===== config.mk =====
export PLATFORM = sky130hd
export DESIGN_NAME = fmul_36bit_norm
export DESIGN_NICKNAME = d
export VERILOG_FILES = /design/src/rtl/fmul_36bit_norm.sv
export SDC_FILE = /design/constraint.sdc
export NUM_CORES = 1
export LEC_CHECK = 0
export ABC_AREA = 1
export BUFFER_PORTS_ARGS = -buffer_cell sky130_fd_sc_hd__buf_4
export CORE_MARGIN = 3
export CORE_UTILIZATION = 49
export DETAILED_ROUTE_END_ITERATION = 16
export GPL_ROUTABILITY_DRIVEN = 0
export PLACE_DENSITY = 0.73
export SLEW_MARGIN = 20
export SYNTH_ARGS = -nofsm -noshare
export SYNTH_HDL_FRONTEND = slang
export SYNTH_SLANG_ARGS = --single-unit

===== constraint.sdc =====
create_clock -name iCLOCK -period 6.1 [get_ports iCLOCK]
set_input_delay 0.915 -clock iCLOCK [delete_from_list [all_inputs] [get_ports iCLOCK]]
set_output_delay 0.915 -clock iCLOCK [all_outputs]
set_load 0.05 [all_outputs]

===== src/rtl/fmul_36bit_norm.sv =====
// fmul_36bit_norm
//   Normalise / round / pack back end of a 36-bit floating-point multiplier
//   (1 sign, 11 exponent bits at bias 1023, 24 fraction bits). Takes the raw
//   25x25 significand product plus operand class flags and produces the
//   packed result with IEEE-style exception flags, two register stages deep.
//
// Ports
//   iCLOCK               clock, rising edge
//   iRESET_SYNC          synchronous active-high reset
//   iDATA_REQ            upstream product valid
//   oDATA_BUSY           backpressure to upstream (mirrors iDATA_BUSY)
//   iDATA_SIGN           product sign
//   iDATA_EXP[12:0]      biased product exponent, two's complement
//   iDATA_FRACT[49:0]    raw significand product, hidden bits included
//   iDATA_EXCEPT_*       operand A/B class flags (exp all-0/all-1, fract all-0)
//   oDATA_VALID          result valid
//   iDATA_BUSY           downstream backpressure
//   oDATA_DATA[35:0]     {sign, exp[10:0], fract[23:0]}
//   oDATA_EXCEPT[3:0]    {invalid, overflow, underflow, inexact}
module fmul_36bit_norm (
  input  logic        iCLOCK,
  input  logic        iRESET_SYNC,
  input  logic        iDATA_REQ,
  output logic        oDATA_BUSY,
  input  logic        iDATA_SIGN,
  input  logic [12:0] iDATA_EXP,
  input  logic [49:0] iDATA_FRACT,
  input  logic        iDATA_EXCEPT_EXP_A0,
  input  logic        iDATA_EXCEPT_EXP_B0,
  input  logic        iDATA_EXCEPT_EXP_A1,
  input  logic        iDATA_EXCEPT_EXP_B1,
  input  logic        iDATA_EXCEPT_FRACT_A0,
  input  logic        iDATA_EXCEPT_FRACT_B0,
  output logic        oDATA_VALID,
  input  logic        iDATA_BUSY,
  output logic [35:0] oDATA_DATA,
  output logic [3:0]  oDATA_EXCEPT
);

  // Result class decided in S1; the QNAN class covers both NaN propagation
  // and the invalid inf*zero case, told apart by s1_invalid.
  typedef enum logic [1:0] {
    CLS_NORMAL,
    CLS_QNAN,
    CLS_INF,
    CLS_ZERO
  } cls_t;

  localparam logic [35:0] QNAN_WORD = 36'h7FF800000;

  // ---------------------------------------------------------------------
  // S1 combinational: classify operands and normalise the product
  // ---------------------------------------------------------------------
  logic               nan_a, nan_b, inf_a, inf_b, zero_a, zero_b;
  cls_t               cls_c;
  logic               invalid_c;
  logic [23:0]        mant_c;
  logic               guard_c;
  logic               sticky_c;
  logic signed [13:0] e_c;

  assign zero_a = iDATA_EXCEPT_EXP_A0;
  assign zero_b = iDATA_EXCEPT_EXP_B0;
  assign inf_a  = iDATA_EXCEPT_EXP_A1 &  iDATA_EXCEPT_FRACT_A0;
  assign inf_b  = iDATA_EXCEPT_EXP_B1 &  iDATA_EXCEPT_FRACT_B0;
  assign nan_a  = iDATA_EXCEPT_EXP_A1 & ~iDATA_EXCEPT_FRACT_A0;
  assign nan_b  = iDATA_EXCEPT_EXP_B1 & ~iDATA_EXCEPT_FRACT_B0;

  always_comb begin
    // NOTE: every always_comb output gets a default first so no path leaves
    // it unassigned, which would otherwise infer a latch.
    cls_c     = CLS_NORMAL;
    invalid_c = 1'b0;
    if (nan_a || nan_b) begin
      cls_c = CLS_QNAN;
    end else if ((inf_a && zero_b) || (inf_b && zero_a)) begin
      cls_c     = CLS_QNAN;
      invalid_c = 1'b1;
    end else if (inf_a || inf_b) begin
      cls_c = CLS_INF;
    end else if (zero_a || zero_b) begin
      cls_c = CLS_ZERO;
    end
  end

  // The product of two [1,2) significands lies in [1,4); bit 49 set means
  // the product is >= 2 and the binary point moves one place left.
  always_comb begin
    if (iDATA_FRACT[49]) begin
      mant_c   = iDATA_FRACT[48:25];
      guard_c  = iDATA_FRACT[24];
      sticky_c = |iDATA_FRACT[23:0];
      e_c      = $signed({iDATA_EXP[12], iDATA_EXP}) + 14'sd1;
    end else begin
      mant_c   = iDATA_FRACT[47:24];
      guard_c  = iDATA_FRACT[23];
      sticky_c = |iDATA_FRACT[22:0];
      e_c      = $signed({iDATA_EXP[12], iDATA_EXP});
    end
  end

  // ---------------------------------------------------------------------
  // S1 registers
  // ---------------------------------------------------------------------
  logic               s1_valid;
  logic               s1_sign;
  cls_t               s1_cls;
  logic               s1_invalid;
  logic [23:0]        s1_mant;
  logic               s1_guard;
  logic               s1_sticky;
  logic signed [13:0] s1_e;

  // Both stages advance together; downstream busy freezes the whole pipe.
  logic advance;
  assign advance    = ~iDATA_BUSY;
  assign oDATA_BUSY = iDATA_BUSY;

  always_ff @(posedge iCLOCK) begin
    // NOTE: sequential state uses non-blocking assignments so every register
    // samples pre-edge values regardless of statement order.
    if (iRESET_SYNC) begin
      // NOTE: the datapath registers are reset too, not just the valids,
      // because the outputs must read zero after reset.
      s1_valid   <= 1'b0;
      s1_sign    <= 1'b0;
      s1_cls     <= CLS_NORMAL;
      s1_invalid <= 1'b0;
      s1_mant    <= '0;
      s1_guard   <= 1'b0;
      s1_sticky  <= 1'b0;
      s1_e       <= '0;
    end else if (advance) begin
      s1_valid   <= iDATA_REQ;
      s1_sign    <= iDATA_SIGN;
      s1_cls     <= cls_c;
      s1_invalid <= invalid_c;
      s1_mant    <= mant_c;
      s1_guard   <= guard_c;
      s1_sticky  <= sticky_c;
      s1_e       <= e_c;
    end
  end

  // ---------------------------------------------------------------------
  // S2 combinational: round to nearest even, range check, pack
  // ---------------------------------------------------------------------
  logic               round_up;
  logic               carry;
  logic [23:0]        mant_r;
  logic signed [13:0] e_r;
  logic [35:0]        data_c;
  logic [3:0]         except_c;

  assign round_up      = s1_guard & (s1_sticky | s1_mant[0]);
  // An all-ones mantissa rounding up wraps to zero; the carry bumps E.
  assign {carry, mant_r} = {1'b0, s1_mant} + {24'd0, round_up};
  assign e_r           = s1_e + $signed({13'd0, carry});

  always_comb begin
    data_c   = '0;
    except_c = '0;
    unique case (s1_cls)
      CLS_QNAN: begin
        data_c   = QNAN_WORD;
        except_c = {s1_invalid, 3'b000};
      end
      CLS_INF: begin
        data_c = {s1_sign, 11'h7FF, 24'd0};
      end
      CLS_ZERO: begin
        data_c = {s1_sign, 35'd0};
      end
      default: begin
        if (e_r >= 14'sd2047) begin
          data_c   = {s1_sign, 11'h7FF, 24'd0};
          except_c = 4'b0101;
        end else if (e_r <= 14'sd0) begin
          data_c   = {s1_sign, 35'd0};
          except_c = 4'b0011;
        end else begin
          data_c   = {s1_sign, e_r[10:0], mant_r};
          except_c = {3'b000, s1_guard | s1_sticky};
        end
      end
    endcase
  end

  // ---------------------------------------------------------------------
  // S2 registers drive the outputs directly
  // ---------------------------------------------------------------------
  always_ff @(posedge iCLOCK) begin
    if (iRESET_SYNC) begin
      oDATA_VALID  <= 1'b0;
      oDATA_DATA   <= '0;
      oDATA_EXCEPT <= '0;
    end else if (advance) begin
      oDATA_VALID  <= s1_valid;
      oDATA_DATA   <= data_c;
      oDATA_EXCEPT <= except_c;
    end
  end

endmodule


Word-level counts from Yosys, hierarchy flattened. Cells that the tools add are included.

Eq/ne operators: 3. Add/sub/neg operators: 3. Order comparisons: 2. Bitwise logic cells: 9. Mux-type cells: 16. Reduce and logical (&&, ||, !) cells: 9.

Operators by type and width (number): $pmux 36 s3 (1); $mux 35 (2); $add 24x1->25 (1); $mux 24 (1); $reduce_or 24->1 (1); $reduce_or 23->1 (1); $add 13x2->14 const B (1); $add 14x2->14 (1); $ge 14x12->1 const B (1); $le 14x1->1 const B (1); $mux 14 (1); $mux 2 (5); $pmux 4 s2 (1); $and 1x1->1 (5); $eq 2x2->1 const B (2); $logic_or 1x1->1 (4); $mux 1 (4); $mux 3 (1); $eq 2x1->1 const B (1); $logic_and 1x1->1 (2); $not 1->1 (2); $or 1x1->1 (2); $reduce_or 2->1 (1).

Output and inout bits: 42. Logic and storage cells: 53. Bits of input ports: 74. Flip-flop bits (word level): 86.

Depth between registers and ports, before layout.
Depth in word-level cells: 8. Depth in mapped cells: 26. Gate-level depth less buffers: 25.

Worst setup path before layout. No wires, ideal clock.

Path kind: flip-flop to flip-flop. From: register s1_mant[0]. To: register oDATA_DATA[20]. Setup time: 0.129 ns. Required time: 5.971 ns. Clock period less this slack: 3.278 ns. Path slack: 2.822 ns. Data arrival time: 3.150 ns. Cell stages (with the launch flop): 27. Buffers on the path: 1. Path through: dfxtp_1 > nor2_1 > nor2_1 > ha_1 > ha_1 > nand4_1 > nor2_1 > nand2_1 > nor2_1 > nand3_1 > nor4_1 > ha_1 > ha_1 > nand3_2 > inv_2 > nand2_1 > nand2_1 > nand2_1 > nor2_1 > nand2_1 > nor2_4 > nand2_4 > buf_6 > nand4_1 > nor2_1 > nor2_1 > nor2_1.

Cells in the longest elaborated chain, start to end: 8. Elaborated cells between the ends (all ways): 9. Classes of those cells: add/sub: 2; order compare: 2; mux: 3; bitwise: 2.

Ends and longest elaborated chain: start, declared (line 109) `logic [23:0] s1_mant;`; start signal, assigned (line 138) `s1_mant <= mant_c;`; $or 1x1->1 (line 155) `assign round_up = s1_guard & (s1_sticky | s1_mant[0]);`; $and 1x1->1 (line 155); $add 24x1->25 (*) (line 157) `assign {carry, mant_r} = {1'b0, s1_mant} + {24'd0, round_up};`; $add 14x2->14 (line 158) `assign e_r = s1_e + $signed({13'd0, carry});`; $le 14x1->1 (line 178) `end else if (e_r <= 14'sd0) begin`; $mux 35 (line 178); $mux 35 (*) (line 175) `if (e_r >= 14'sd2047) begin`; $pmux 36 s3 (*) (line 163) `unique case (s1_cls)`; end signal, assigned (line 199) `oDATA_DATA <= data_c;`; end, declared (line 36) `output logic [35:0] oDATA_DATA,`.

Mark *: on every way between the ends. The rest lies on a longest branch, timed or not. A chain may end at the register's enable or synchronous reset.

Worst setup path in the final report.
From: register s1_mant[0]. To: register oDATA_DATA[32].

Cells in the longest elaborated chain, start to end: 8. Elaborated cells between the ends (all ways): 9. Classes of those cells: add/sub: 2; order compare: 2; mux: 3; bitwise: 2.

Ends and longest elaborated chain (line): $or 1x1->1 (155); $and 1x1->1 (155); $add 24x1->25 (*) (157); $add 14x2->14 (*) (158); $le 14x1->1 (178); $mux 35 (178); $mux 35 (*) (175); $pmux 36 s3 (*) (163).

Marked as above.

==> results_dict.tcl <==
set metrics [dict create \
    grt_first_pass_wirelength_mm 22.9 \
    worstHoldStart "oDATA_DATA[4]" \
    worstPathArrival_ns 4.72 \
    antenna_found_initial 0 \
    fin_tns_setup_ns 0 \
    setup_viol 0 \
    row_count 37 \
    clock_latency_ns 0.36 \
    async_flop_share_pct 0 \
    fin_nets 1030 \
    hold_path.class "reg -> reg" \
    first_global_vias 4823 \
    ys_seq_area_share_pct 32.2 \
    ios 116 \
    syn_area_um2 5340 \
    ff2ff_setup_slack_ns 1.60 \
    max_cap_violations 0 \
    dieArea_um2 12200 \
    critPathMaxFanout 29 \
    power_density_nw_per_um2 219 \
    grt_use_total_pct 23.4 \
    dpl.hpwl_mm 9.98 \
    cts_tree "yes" \
    dr.pass1.iters 5 \
    cts.sinks 86 \
    drive_gt1_share_pct 16.2 \
    p_sw_share_pct 30.7 \
    synth_area_leaders "dfxtp_1 (32%), nand2_1 (15%), nor2_1 (9.6%)" \
    port_buffers 115 \
    clk_path_buf_depth 2 \
    seq_power_share_pct 44.7 \
    viasPerCell 5.09 \
    antennaDiodeCount 0 \
    synth_ff_type "dfxtp_1" \
    synth_common_cells "nand2_1 (212), nor2_1 (136), inv_1 (111), dfxtp_1 (86), nand3_1 (53)" \
    die_x_um 110 \
    path_buf_inv 1 \
    cts_setup_buffers 0 \
    synth_seq_cells 86 \
    synth_top_area_cell "dfxtp_1" \
    syn2layout_area_growth_pct 20.8 \
    post_cts_resized 0 \
    rsz0062_at_grt "no" \
    root_buffer "clkbuf_8" \
    critical_path.cell_chain "nor2_1 -> nor2_1 -> ha_1 -> ha_1 -> nand4_1 -> nor2_1 -> nand2_1 -> nor2_1 -> nand3_1 -> nor4_1 -> ha_1 -> nand3_1 -> nor2_1 -> nand4_1 -> nand2_1 -> nand2_1 -> nor2_1 -> nand2_4 -> nand3_4 -> inv_1 -> nand2_1 -> a21oi_2" \
    vias 5525 \
    core_area_um2 10500 \
    post_synth.cell_area_avg_um2 6.23 \
    drc_errors 0 \
    hold_viol_final 0 \
    cp-start-kind "flop" \
    slowest_stage "nand2_1" \
    required_ns 6.33 \
    h-tree-depth 3 \
    post-route-min-period_ns 4.50 \
    worst_slew_margin_rel_pct 36.9 \
    ant_nets 0 \
    holdPathEnd "oDATA_DATA[4]" \
    p_sw_mw 0.434 \
    rr_endpoint "oDATA_DATA[32]" \
    synth_edf_count 0 \
    totalWireLength_mm 13.6 \
    hold_depth 2 \
    status "completed" \
    p_leak_nw 3.14 \
    grt_start_max_net_pins 75 \
    cp_top_family "simple AND/OR/NAND/NOR gates" \
    drtIter0Drc 408 \
    numCtsBuffers 9 \
    skew_ns 0.0136 \
    vdd_drop_max_uv 146 \
    ys_warn_count 0 \
    initial_core_util_pct 51.0 \
    crit-reg2reg-launch "s1_mant[0]" \
    synth_most_common_cell "nand2_1" \
    ys_types 38 \
    ctsHoldBuffers 0 \
    path_common_cell "nor2_1" \
    synth_nets 941 \
    slowest_delay_ns 0.71 \
    clkPwrFrac_pct 33.9 \
    period_share_pct 73.7 \
    clkTransAtPathRegs_ns 0.09 \
    power.share.combinational_pct 21.4 \
    fmax_ghz 0.222 \
    maxSlewViolCount 0 \
    worstRegToRegCells 22 \
    die_h_um 110 \
    internal_power_mw 0.979 \
    path_class "reg -> reg" \
    fin_total_pwr_mw 1.41 \
    wire_per_inst_um 12.6 \
    overflow 0 \
    yosys.area.top_type_share_pct 32.2 \
    endpoint_kind "flop" \
    syn_inst 857 \
    worst_pin_slew_ns 0.945 \
]
## worst register-to-register path, delay by kind of cell, from the launching register on
kind	cells	cell delay, ns
and+or+nand+nor	17	3.13
adders and majority gates	3	0.72
DFF	1	0.36
buffers and inverters	1	0.10
AOI/OAI and AO/OA	1	0.05
## flip-flops by register name, indices dropped and copies added (netlist names)
signal and cells:
s1_invalid 1, oDATA_DATA 36, oDATA_VALID 1, s1_sticky 1, s1_sign 1, s1_valid 1
s1_cls 2, oDATA_EXCEPT 4, s1_e 14, s1_guard 1, s1_mant 24
## kinds of logic (layout without fill, tap and decap cells)
group | after synthesis | after routing | synth area share [%]
and+or+nand+nor | 469 | 469 | 38.2
buffers and inverters | 155 | 248 | 11.5
AOI/OAI and AO/OA | 123 | 123 | 13.4
DFF | 86 | 86 | 32.2
xor gates and xnor gates | 14 | 14 | 2.30
adders and majority gates | 10 | 10 | 2.34
## layout make-up
cell class	instances	area [µm²]
Clock buffer	10	128
Clock inverter	5	108
Multi-Input combinational cell	616	3000
Tap cell	136	170
Timing Repair Buffer	118	886
Fill cell	1045	4010
Sequential cell	86	1720
Inverter	115	432
## routing by layer
layer	wire length, µm	global-route usage [%]
met3	817	3.32
met5	0	0
met4	140	5.63
met2	5610	34.6
met1	7080	35.6
## power groups by stage
stage                     registers, mW  clock network (mW)  logic [mW]
after floorplan                   0.680                   0       0.160
after global placement            0.643                   0       0.298
after detailed placement          0.644                   0       0.300
after CTS                         0.631               0.488       0.302
after global routing              0.637               0.511       0.339
final                             0.632               0.480       0.302
## per-stage QoR
stage	area, µm²	hold WS [ns]	worst slack (ns)	instances	utilization, %
6_report	6450	0.469	1.60	1086	61.6
3_3_place_gp	6210	0.453	1.79	1071	59.4
4_1_cts	6450	0.472	1.61	1086	61.6
5_1_grt	6450	0.493	0.971	1086	61.6
3_5_place_dp	6210	0.458	1.63	1071	59.4
2_1_floorplan	5340	0.442	2.82	857	-
## worst max-delay path by stage
| stage | from | to | slack, ns | cells after the start |
|---|---|---|---|---|
| after global placement | s1_mant[0] | oDATA_DATA[32] | 1.79 | 22 |
| after CTS | s1_mant[0] | oDATA_DATA[32] | 1.61 | 22 |
| after detailed placement | s1_mant[0] | oDATA_DATA[32] | 1.63 | 22 |
| after global routing | s1_mant[0] | oDATA_DATA[30] | 0.97 | 22 |
| after floorplan | s1_mant[0] | oDATA_DATA[20] | 2.82 | 26 |
| final | s1_mant[0] | oDATA_DATA[32] | 1.60 | 22 |
## layout by cell type (no fill, tap or decap), types with 2 or more instances in the layout
cell,n
nand2_1,212
nor2_1,136
buf_4,118
inv_1,111
dfxtp_1,86
nand3_1,53
a21oi_1,51
nand4_1,38
o21ai_0,32
o211ai_1,26
ha_1,10
clkbuf_8,9
xor2_1,8
xnor2_1,6
nor4_1,5
nor2_4,4
nand2_2,4
nand3b_1,4
nor3_1,4
inv_2,3
o21bai_1,3
or2_2,3
o22ai_1,3
bufinv_16,3
nand3_2,2
nor2_2,2
o31ai_1,2
No activity file was read; power rests on OpenSTA's default activity.
